===== config.mk =====
export PLATFORM = sky130hd
export DESIGN_NAME = ppu_vram_arbiter
export DESIGN_NICKNAME = d
export VERILOG_FILES = /design/src/rtl/ppu_pkg.sv /design/src/rtl/ppu_addr_mirror.sv /design/src/rtl/ppu_vram_arbiter.sv
export SDC_FILE = /design/constraint.sdc
export NUM_CORES = 1
export LEC_CHECK = 0
export CAP_MARGIN = 20
export CORE_AREA = 10 10 91 93
export CTS_BUF_LIST = sky130_fd_sc_hd__clkbuf_4
export CTS_CLUSTER_SIZE = 16
export DETAILED_ROUTE_END_ITERATION = 8
export DIE_AREA = 0 0 101 103
export GPL_ROUTABILITY_DRIVEN = 0
export PLACE_DENSITY = 0.76
export SLEW_MARGIN = 20
export SYNTH_ARGS = -nofsm -noshare
export SYNTH_HDL_FRONTEND = slang
export SYNTH_SLANG_ARGS = --single-unit

===== constraint.sdc =====
create_clock -name clk -period 2.8 [get_ports clk]
set_input_delay 0.84 -clock clk [delete_from_list [all_inputs] [get_ports clk]]
set_output_delay 0.84 -clock clk [all_outputs]
set_load 0.005 [all_outputs]

===== src/rtl/ppu_pkg.sv =====
// Shared types and address-map constants for the PPU memory-port arbiter.
package ppu_pkg;

    typedef enum logic {
        TGT_VRAM = 1'b0,
        TGT_PAL  = 1'b1
    } mem_tgt_t;

    typedef enum logic {
        OWN_RENDER = 1'b0,
        OWN_CPU    = 1'b1
    } owner_t;

    localparam logic [13:0] PAT_END  = 14'h1FFF;
    localparam logic [13:0] NT_BASE  = 14'h2000;
    localparam logic [13:0] PAL_BASE = 14'h3F00;

endpackage


===== src/rtl/ppu_addr_mirror.sv =====
// PPU address decode: selects VRAM or palette_mem and folds the mirrored
// nametable and palette regions onto their canonical locations.
module ppu_addr_mirror
    import ppu_pkg::*;
(
    input  logic [13:0] a,
    input  logic        mirror_vertical,
    output logic        tgt,
    output logic [15:0] VRAM_addr,
    output logic [4:0]  palette_addr
);

    // Horizontal mirroring keeps a[11] as the table select, vertical keeps a[10];
    // a[12] is dropped so 0x3xxx aliases 0x2xxx.
    always_comb begin
        tgt          = TGT_VRAM;
        VRAM_addr    = {2'b00, a};
        palette_addr = a[4:0];
        if (a[1:0] == 2'b00) begin
            palette_addr[4] = 1'b0;
        end
        if (a <= PAT_END) begin
            tgt       = TGT_VRAM;
            VRAM_addr = {2'b00, a};
        end else if (a >= PAL_BASE) begin
            tgt       = TGT_PAL;
            VRAM_addr = {2'b00, a};
        end else begin
            tgt       = TGT_VRAM;
            VRAM_addr = {2'b00, NT_BASE}
                      | (mirror_vertical ? {5'b0, a[10], 10'b0} : {4'b0, a[11], 11'b0})
                      | {6'b0, a[9:0]};
        end
    end

endmodule


===== src/rtl/ppu_vram_arbiter.sv =====
// Owns the PPU memory port: arbitrates render fetches against CPU PPUDATA
// accesses and routes one-cycle-latency read data back to the issuer.
module ppu_vram_arbiter
    import ppu_pkg::*;
#(
    parameter int CPU_MAX_WAIT = 8
) (
    input  logic        clk,
    input  logic        reset,
    input  logic        render_active,
    input  logic        mirror_vertical,
    input  logic        render_req,
    input  logic [13:0] render_addr,
    output logic        render_gnt,
    output logic        render_rvalid,
    output logic [7:0]  render_rdata,
    input  logic        cpu_req,
    input  logic        cpu_we,
    input  logic [13:0] cpu_addr,
    input  logic [7:0]  cpu_wdata,
    output logic        cpu_gnt,
    output logic        cpu_rvalid,
    output logic [7:0]  cpu_rdata,
    output logic [15:0] VRAM_addr,
    output logic        VRAM_WE,
    output logic [7:0]  VRAM_data_in,
    input  logic [7:0]  VRAM_data_out,
    output logic [4:0]  palette_addr,
    output logic        palette_WE,
    output logic [7:0]  palette_data_in,
    input  logic [7:0]  palette_out
);

    localparam int WAIT_W = $clog2(CPU_MAX_WAIT + 1);

    logic [WAIT_W-1:0] wait_cnt;
    owner_t            rr_ptr;
    logic              rd_pending;
    owner_t            rd_owner;
    mem_tgt_t          rd_tgt;
    logic [15:0]       last_vram_addr;
    logic [4:0]        last_palette_addr;
    logic [7:0]        cpu_hold;
    logic [7:0]        render_hold;

    logic              grant_cpu;
    logic              grant_render;
    logic              any_gnt;
    logic              wait_full;
    logic              read_issue;
    logic [13:0]       gnt_addr;
    logic              mir_tgt;
    logic [15:0]       mir_vram_addr;
    logic [4:0]        mir_palette_addr;
    logic [7:0]        ret_data;
    logic              unused_palette_bits;

    assign wait_full = (wait_cnt == WAIT_W'(CPU_MAX_WAIT));

    // Render owns the port while drawing unless the CPU has starved long enough;
    // otherwise the pointer breaks ties between simultaneous requests.
    always_comb begin
        grant_cpu    = 1'b0;
        grant_render = 1'b0;
        if (!reset) begin
            if (render_active) begin
                if (cpu_req && (!render_req || wait_full)) begin
                    grant_cpu = 1'b1;
                end else if (render_req) begin
                    grant_render = 1'b1;
                end
            end else begin
                if (cpu_req && (!render_req || rr_ptr == OWN_CPU)) begin
                    grant_cpu = 1'b1;
                end else if (render_req) begin
                    grant_render = 1'b1;
                end
            end
        end
    end

    assign any_gnt    = grant_cpu | grant_render;
    assign read_issue = grant_render | (grant_cpu & ~cpu_we);
    assign gnt_addr   = grant_cpu ? cpu_addr : render_addr;

    ppu_addr_mirror u_mirror (
        .a               (gnt_addr),
        .mirror_vertical (mirror_vertical),
        .tgt             (mir_tgt),
        .VRAM_addr       (mir_vram_addr),
        .palette_addr    (mir_palette_addr)
    );

    assign render_gnt      = grant_render;
    assign cpu_gnt         = grant_cpu;
    assign VRAM_addr       = any_gnt ? mir_vram_addr : last_vram_addr;
    assign palette_addr    = any_gnt ? mir_palette_addr : last_palette_addr;
    assign VRAM_WE         = grant_cpu & cpu_we & (mir_tgt == TGT_VRAM);
    assign palette_WE      = grant_cpu & cpu_we & (mir_tgt == TGT_PAL);
    assign VRAM_data_in    = cpu_wdata;
    assign palette_data_in = cpu_wdata;

    // The palette RAM is only 6 bits wide in practice.
    assign ret_data = (rd_tgt == TGT_PAL) ? {2'b00, palette_out[5:0]} : VRAM_data_out;
    assign unused_palette_bits = &{1'b0, palette_out[7:6]};

    assign cpu_rvalid    = ~reset & rd_pending & (rd_owner == OWN_CPU);
    assign render_rvalid = ~reset & rd_pending & (rd_owner == OWN_RENDER);
    assign cpu_rdata     = reset ? 8'h00 : (cpu_rvalid ? ret_data : cpu_hold);
    assign render_rdata  = reset ? 8'h00 : (render_rvalid ? ret_data : render_hold);

    always_ff @(posedge clk) begin
        if (reset) begin
            wait_cnt          <= '0;
            rr_ptr            <= OWN_CPU;
            rd_pending        <= 1'b0;
            rd_owner          <= OWN_CPU;
            rd_tgt            <= TGT_VRAM;
            last_vram_addr    <= 16'h0000;
            last_palette_addr <= 5'h00;
            cpu_hold          <= 8'h00;
            render_hold       <= 8'h00;
        end else begin
            if (grant_cpu) begin
                wait_cnt <= '0;
            end else if (cpu_req && !wait_full) begin
                wait_cnt <= wait_cnt + 1'b1;
            end
            if (grant_cpu) begin
                rr_ptr <= OWN_RENDER;
            end else if (grant_render) begin
                rr_ptr <= OWN_CPU;
            end
            rd_pending <= read_issue;
            rd_owner   <= grant_cpu ? OWN_CPU : OWN_RENDER;
            rd_tgt     <= mem_tgt_t'(mir_tgt);
            if (any_gnt) begin
                last_vram_addr    <= mir_vram_addr;
                last_palette_addr <= mir_palette_addr;
            end
            if (cpu_rvalid) begin
                cpu_hold <= ret_data;
            end
            if (render_rvalid) begin
                render_hold <= ret_data;
            end
        end
    end

endmodule


; Word-level counts from Yosys, hierarchy flattened
; Index checks and enable logic that the tools add are counted.
[word_totals]
ff_bits = 45
in_bits = 59
ram_bits = 0
memories = 0
latchBits = 0
rom_bits = 0
[op_classes]
n_mul = 0
n_shift = 0
mux = 26
div = 0
n_lt_le_gt_ge = 2
n_bitwise = 14
n_reduce_logical = 10
n_eq_ne = 1
addsub = 1
[op_table]
columns = cell, count
row1 = two-way mux 16 bit, 3
row2 = two-way mux 8 bit, 5
row3 = OR 16 x 10 -> 16 bit, 1
row4 = two-way mux 1 bit, 15
row5 = greater-or-equal comparator 14 bit (second input constant), 1
row6 = <= comparator 14 x 13 -> 1 bit (second input constant), 1
row7 = two-way mux 14 bit, 1
row8 = two-way mux 12 bit, 1
row9 = AND 1 bit, 7
row10 = two-way mux 5 bit, 1
row11 = adder 4 x 1 -> 4 bit (second input constant), 1
row12 = == test 4 bit (second input constant), 1
row13 = inverter 1 bit, 4
row14 = logical AND 1 bit, 3
row15 = logical NOT 1 bit, 2
row16 = logical NOT 2 bit, 1
row17 = logical OR 1 bit, 2
row18 = OR 1 bit, 2
row19 = nonzero test 2 bit, 1
row20 = OR reduction 2 bit, 1

; Depth between registers and ports, before layout
[logic_depth]
depth_word = 12
mapped_depth = 7
mapped_depth_nobuf = 7

; Cells and area by module
; From an unflattened synthesis, not the netlist that was laid out.
[unflattened]
cells_unflattened = 287
area_unflattened_um2 = 2573.7
[by_module_without_submodules]
columns = mod, area_per_inst_um2, instances, seq_area_each_um2, cells_per_inst
row1 = ppu_vram_arbiter, 2381.0, 1, 900.9, 259
row2 = ppu_addr_mirror, 192.7, 1, 0.0, 28

; Least setup slack after synthesis
; OpenSTA, ideal clock, no wires.
[synth_timing]
kind = input to output
from = in render_req
to = out palette_addr[4]
setup_slack_ps = -129
stages = 6
required_ps = 1960
path_buffers = 2
arrival_time_ps = 2089
cell_sequence = buf_6 or3b_1 buf_6 o211ai_4 a22oi_1 o41ai_1
[synth_between]
elab_chain_len = 10
elab_cells_between_ends = 19
[synth_rtl]
columns = element, line_no
row1 = "start, declared", ppu_vram_arbiter.sv:12  ; input logic render_req,
row2 = logical NOT 1 bit, "ppu_vram_arbiter.sv:67, ppu_vram_arbiter.sv:73"
row3 = "logical OR 1 bit, on equally long branches", "ppu_vram_arbiter.sv:73, ppu_vram_arbiter.sv:67"
row4 = "logical AND 1 bit, on equally long branches", "ppu_vram_arbiter.sv:73, ppu_vram_arbiter.sv:67"
row5 = "two-way mux 1 bit, on equally long branches", "ppu_vram_arbiter.sv:73, ppu_vram_arbiter.sv:67"
row6 = two-way mux 1 bit, ppu_vram_arbiter.sv:66  ; if (render_active) begin
row7 = two-way mux 1 bit, ppu_vram_arbiter.sv:65  ; if (!reset) begin
row8 = two-way mux 14 bit, ppu_vram_arbiter.sv:84  ; assign gnt_addr = grant_cpu ? cpu_addr : render_addr;
row9 = logical NOT 2 bit, ppu_addr_mirror.sv:19  ; if (a[1:0] == 2'b00) begin
row10 = two-way mux 1 bit, ppu_addr_mirror.sv:19
row11 = two-way mux 5 bit (*), --
row12 = "end, declared", ppu_vram_arbiter.sv:28  ; output logic [4:0] palette_addr,
; Mark *: on every way between the ends. The rest lies on a longest branch, timed or not.

; Worst setup path after layout
[layout_timing]
from = in render_active
to = out palette_addr[4]
[layout_between]
elab_chain_len = 6
elab_cells_between_ends = 9
[layout_rtl]
columns = element, line_no
row1 = "start, declared", ppu_vram_arbiter.sv:10  ; input logic render_active,
row2 = two-way mux 1 bit, ppu_vram_arbiter.sv:66
row3 = two-way mux 1 bit, ppu_vram_arbiter.sv:65
row4 = two-way mux 14 bit, ppu_vram_arbiter.sv:84
row5 = logical NOT 2 bit, ppu_addr_mirror.sv:19
row6 = two-way mux 1 bit, ppu_addr_mirror.sv:19
row7 = two-way mux 5 bit (*), --
; Marks and branches as above.

==> metrics.txt <==
Core ar. 6570 um^2; Leak 2.00 nW; worst endpoint required time 1.96 ns; Slew @ Worst Pin 0.435 ns; fin nets 499; CTS HTree Levels 2; Clock Tree Buf Depth 2; Hold Violations, Final 0; crit-path most repeated cell buf_6; die footprint 10,400 um^2; violated checks setup timing; worst vdd ir 223 uV; Int Power 1.08 mW; first-pass GRT wire length 12.9 mm; Clock transition at path regs 0.13 ns; io pins 118; largest net degree at the start of global routing 29; Seq/Total Area, Yosys 38.8%; syn avg cell area 8.79 um^2; Via Count 2,713; number of CTS-inserted buffers 5; number of global-route vias before repair 2,645; CP max FO 5; max_slew headroom 71.0%; Via density 5.24; CTS sink cnt 45; Yosys warnings 0; Netlist cell types 46; crit path time final 3.18 ns; initial DRC count 69; CP Class in2out; P per Cell Area 347 nW/um^2; CTS tree done; ratio of cells with drive above 1 in the final layout 49.5%; Setup violations, final 30; Max stage delay on crit path 0.41 ns; final worst-path cycle share 114%; row count 30; fillers 508; kind of cell adding the most delay to the critical path buffers and inverters; share of power burned in registers 45.2%; Place WS -1.04 ns; Area contributors post-synth dfxtp_1, mux2i_1, nand3b_1; Layout area overhead 89.1%; n_diodes 0; routed wire length 9.19 mm; P_sw 445 uW; worst-path cell chain buf_6, or3b_4, o211ai_4, buf_6, a22oi_2, buf_4, o41ai_2, buf_2; HP Class reg2reg; I/O Buffers 91; clk_skew 0.0148 ns; Post-synth ARST share 0%; Post-synth EDFFs 0; Core Util, Final 66.8%; clock root buffer clkbuf_4; dominant cell type by area after synthesis dfxtp_1; Synth top area share 38.8%; GRT Overall Usage 15.3%; DRC 0; syn nets 325; most frequent cells in the layout buf_4, dfxtp_1, clkdlybuf4s50_1; Yosys reg bits 45; GR Overflow Total 0; WP buf/inv 4; clock power share 19.8%; Die H 103 um; switch share 29.2%; Worst-Skew Late Latency 0.36 ns; RSZ-0062 raised after global routing yes; DR WL/cell 17.7 um; Post-Syn Instances 264; prevailing post-synth register cell dfxtp_1; post-DP HPWL 5.61 mm; Crit. End Element output pin; combinational share of power 35.0%; die width 101 um; most common cell after layout, fill and taps aside buf_4; initial antenna violation count 0; CP Launch Type primary input; status finished, violations left; First-pass DRT Iterations 4; Worst EP arrival 2.34 ns; Initial Utilization 35.3%; Fmax achieved 0.315 GHz; Final Max Tran Viols 0; Max Cap Viol 0; worst setup margin -0.379 ns; Post-Syn Area 2320 um^2; Routed Antenna Nets 0; Worst path slowest cell or3b_4
## flip-flops by register name, indices dropped and copies added, names as in the netlist
register           count
render_hold            8
rr_ptr                 1
cpu_hold               8
rd_owner               1
last_palette_addr      5
wait_cnt               4
last_vram_addr        16
rd_tgt                 1
rd_pending             1
## cell families after synthesis
family	after synthesis	share of synthesized area, %
and+or+nand+nor	90	21.5
AOI/OAI and AO/OA	65	18.8
DFF	45	38.8
buffers and inverters	40	10.5
muxes	19	8.19
xor gates and xnor gates	3	1.13
adders and majority gates	2	1.08
## final cells by class
class	instances	area (um^2)	share of cell area (%)
clock buffer	5	37.5	0.855
timing repair buffer	199	1810	41.1
tap	80	100	2.28
inverter	7	28.8	0.656
multi-input combinational	180	1500	34.2
sequential	45	902	20.6
clock inverter	2	11.3	0.257
## metal layers
metal / global-route usage [%] / share of wire [%] / up-vias
li1: - / - / 1277
met1: 17.5 / 39 / 1291
met2: 26.1 / 51 / 121
met3: 5.16 / 8.1 / 24
met4: 4.93 / 2.4 / 0
met5: 0 / 0 / -
## through the flow
step / TNS [ns] / instances / hold WS (ns) / power, mW / cell area (um^2)
after floorplan: -0.625 / 264 / 0.437 / 0.875 / 2350
after global routing: -8.02 / 518 / 0.517 / 1.60 / 4390
final: -6.24 / 518 / 0.485 / 1.52 / 4390
after CTS: -6.73 / 488 / 0.479 / 1.44 / 3890
after global placement: -29.85 / 450 / 0.448 / 1.09 / 3510
after detailed placement: -30.59 / 450 / 0.461 / 1.10 / 3510
## synthesized netlist by cell type (all sizes together) (2+ instances only)
| cell type | n |
|---|---|
| dfxtp | 45 |
| a21boi | 2 |
| and3 | 3 |
| nor2 | 24 |
| nand3b | 18 |
| or3 | 2 |
| o211ai | 2 |
| o21ai | 22 |
| nand4 | 3 |
| mux2i | 19 |
| inv | 7 |
| nand2b | 5 |
| nand3 | 3 |
| a21oi | 16 |
| nor3 | 5 |
| nor2b | 5 |
| clkbuf | 11 |
| a211oi | 11 |
| o21bai | 2 |
| buf | 22 |
| xor2 | 2 |
| nand2 | 12 |
| o2111a | 2 |
| and2 | 5 |
| ha | 2 |
| or3b | 2 |
## worst paths after layout
path / slack, ns / start / end / cells past startpoint
worst max register to register: 0.70 / wait_cnt[1]$_SDFFE_PP0P_ / last_vram_addr[7]$_SDFF_PP0_ / 10
worst min-delay path: 0.49 / last_palette_addr[0]$_SDFF_PP0_ / last_palette_addr[0]$_SDFF_PP0_ / 2
worst max-delay path: -0.38 / render_active / palette_addr[4] / 8
worst min register to register: 0.49 / last_palette_addr[0]$_SDFF_PP0_ / last_palette_addr[0]$_SDFF_PP0_ / 2
## power groups by stage
stage                     sequential [mW]  combinational [mW]  clock (mW)
after floorplan                     0.698               0.177           0
after global placement              0.700               0.391           0
after detailed placement            0.701               0.398           0
after CTS                           0.687               0.442       0.306
after global routing                0.693               0.572       0.336
final                               0.689               0.533       0.301
## worst min-delay path, cell delays in order, from the launching register on
cell     delay [ns]
dfxtp_1        0.33
nand2_1        0.06
a21oi_1        0.07
## timing repair
| item | in CTS | in global routing |
|---|---|---|
| setup buffers | 33 | 31 |
| resized for setup | 202 | 93 |
| hold buffers | 0 | 0 |
| gates cloned | 0 | 5 |
| setup endpoints to repair | 43 | 40 |
| endpoints found under the hold margin | 0 | 0 |
| pin swaps | 24 | 30 |
Note: power is estimated with default switching activity, not from simulation.
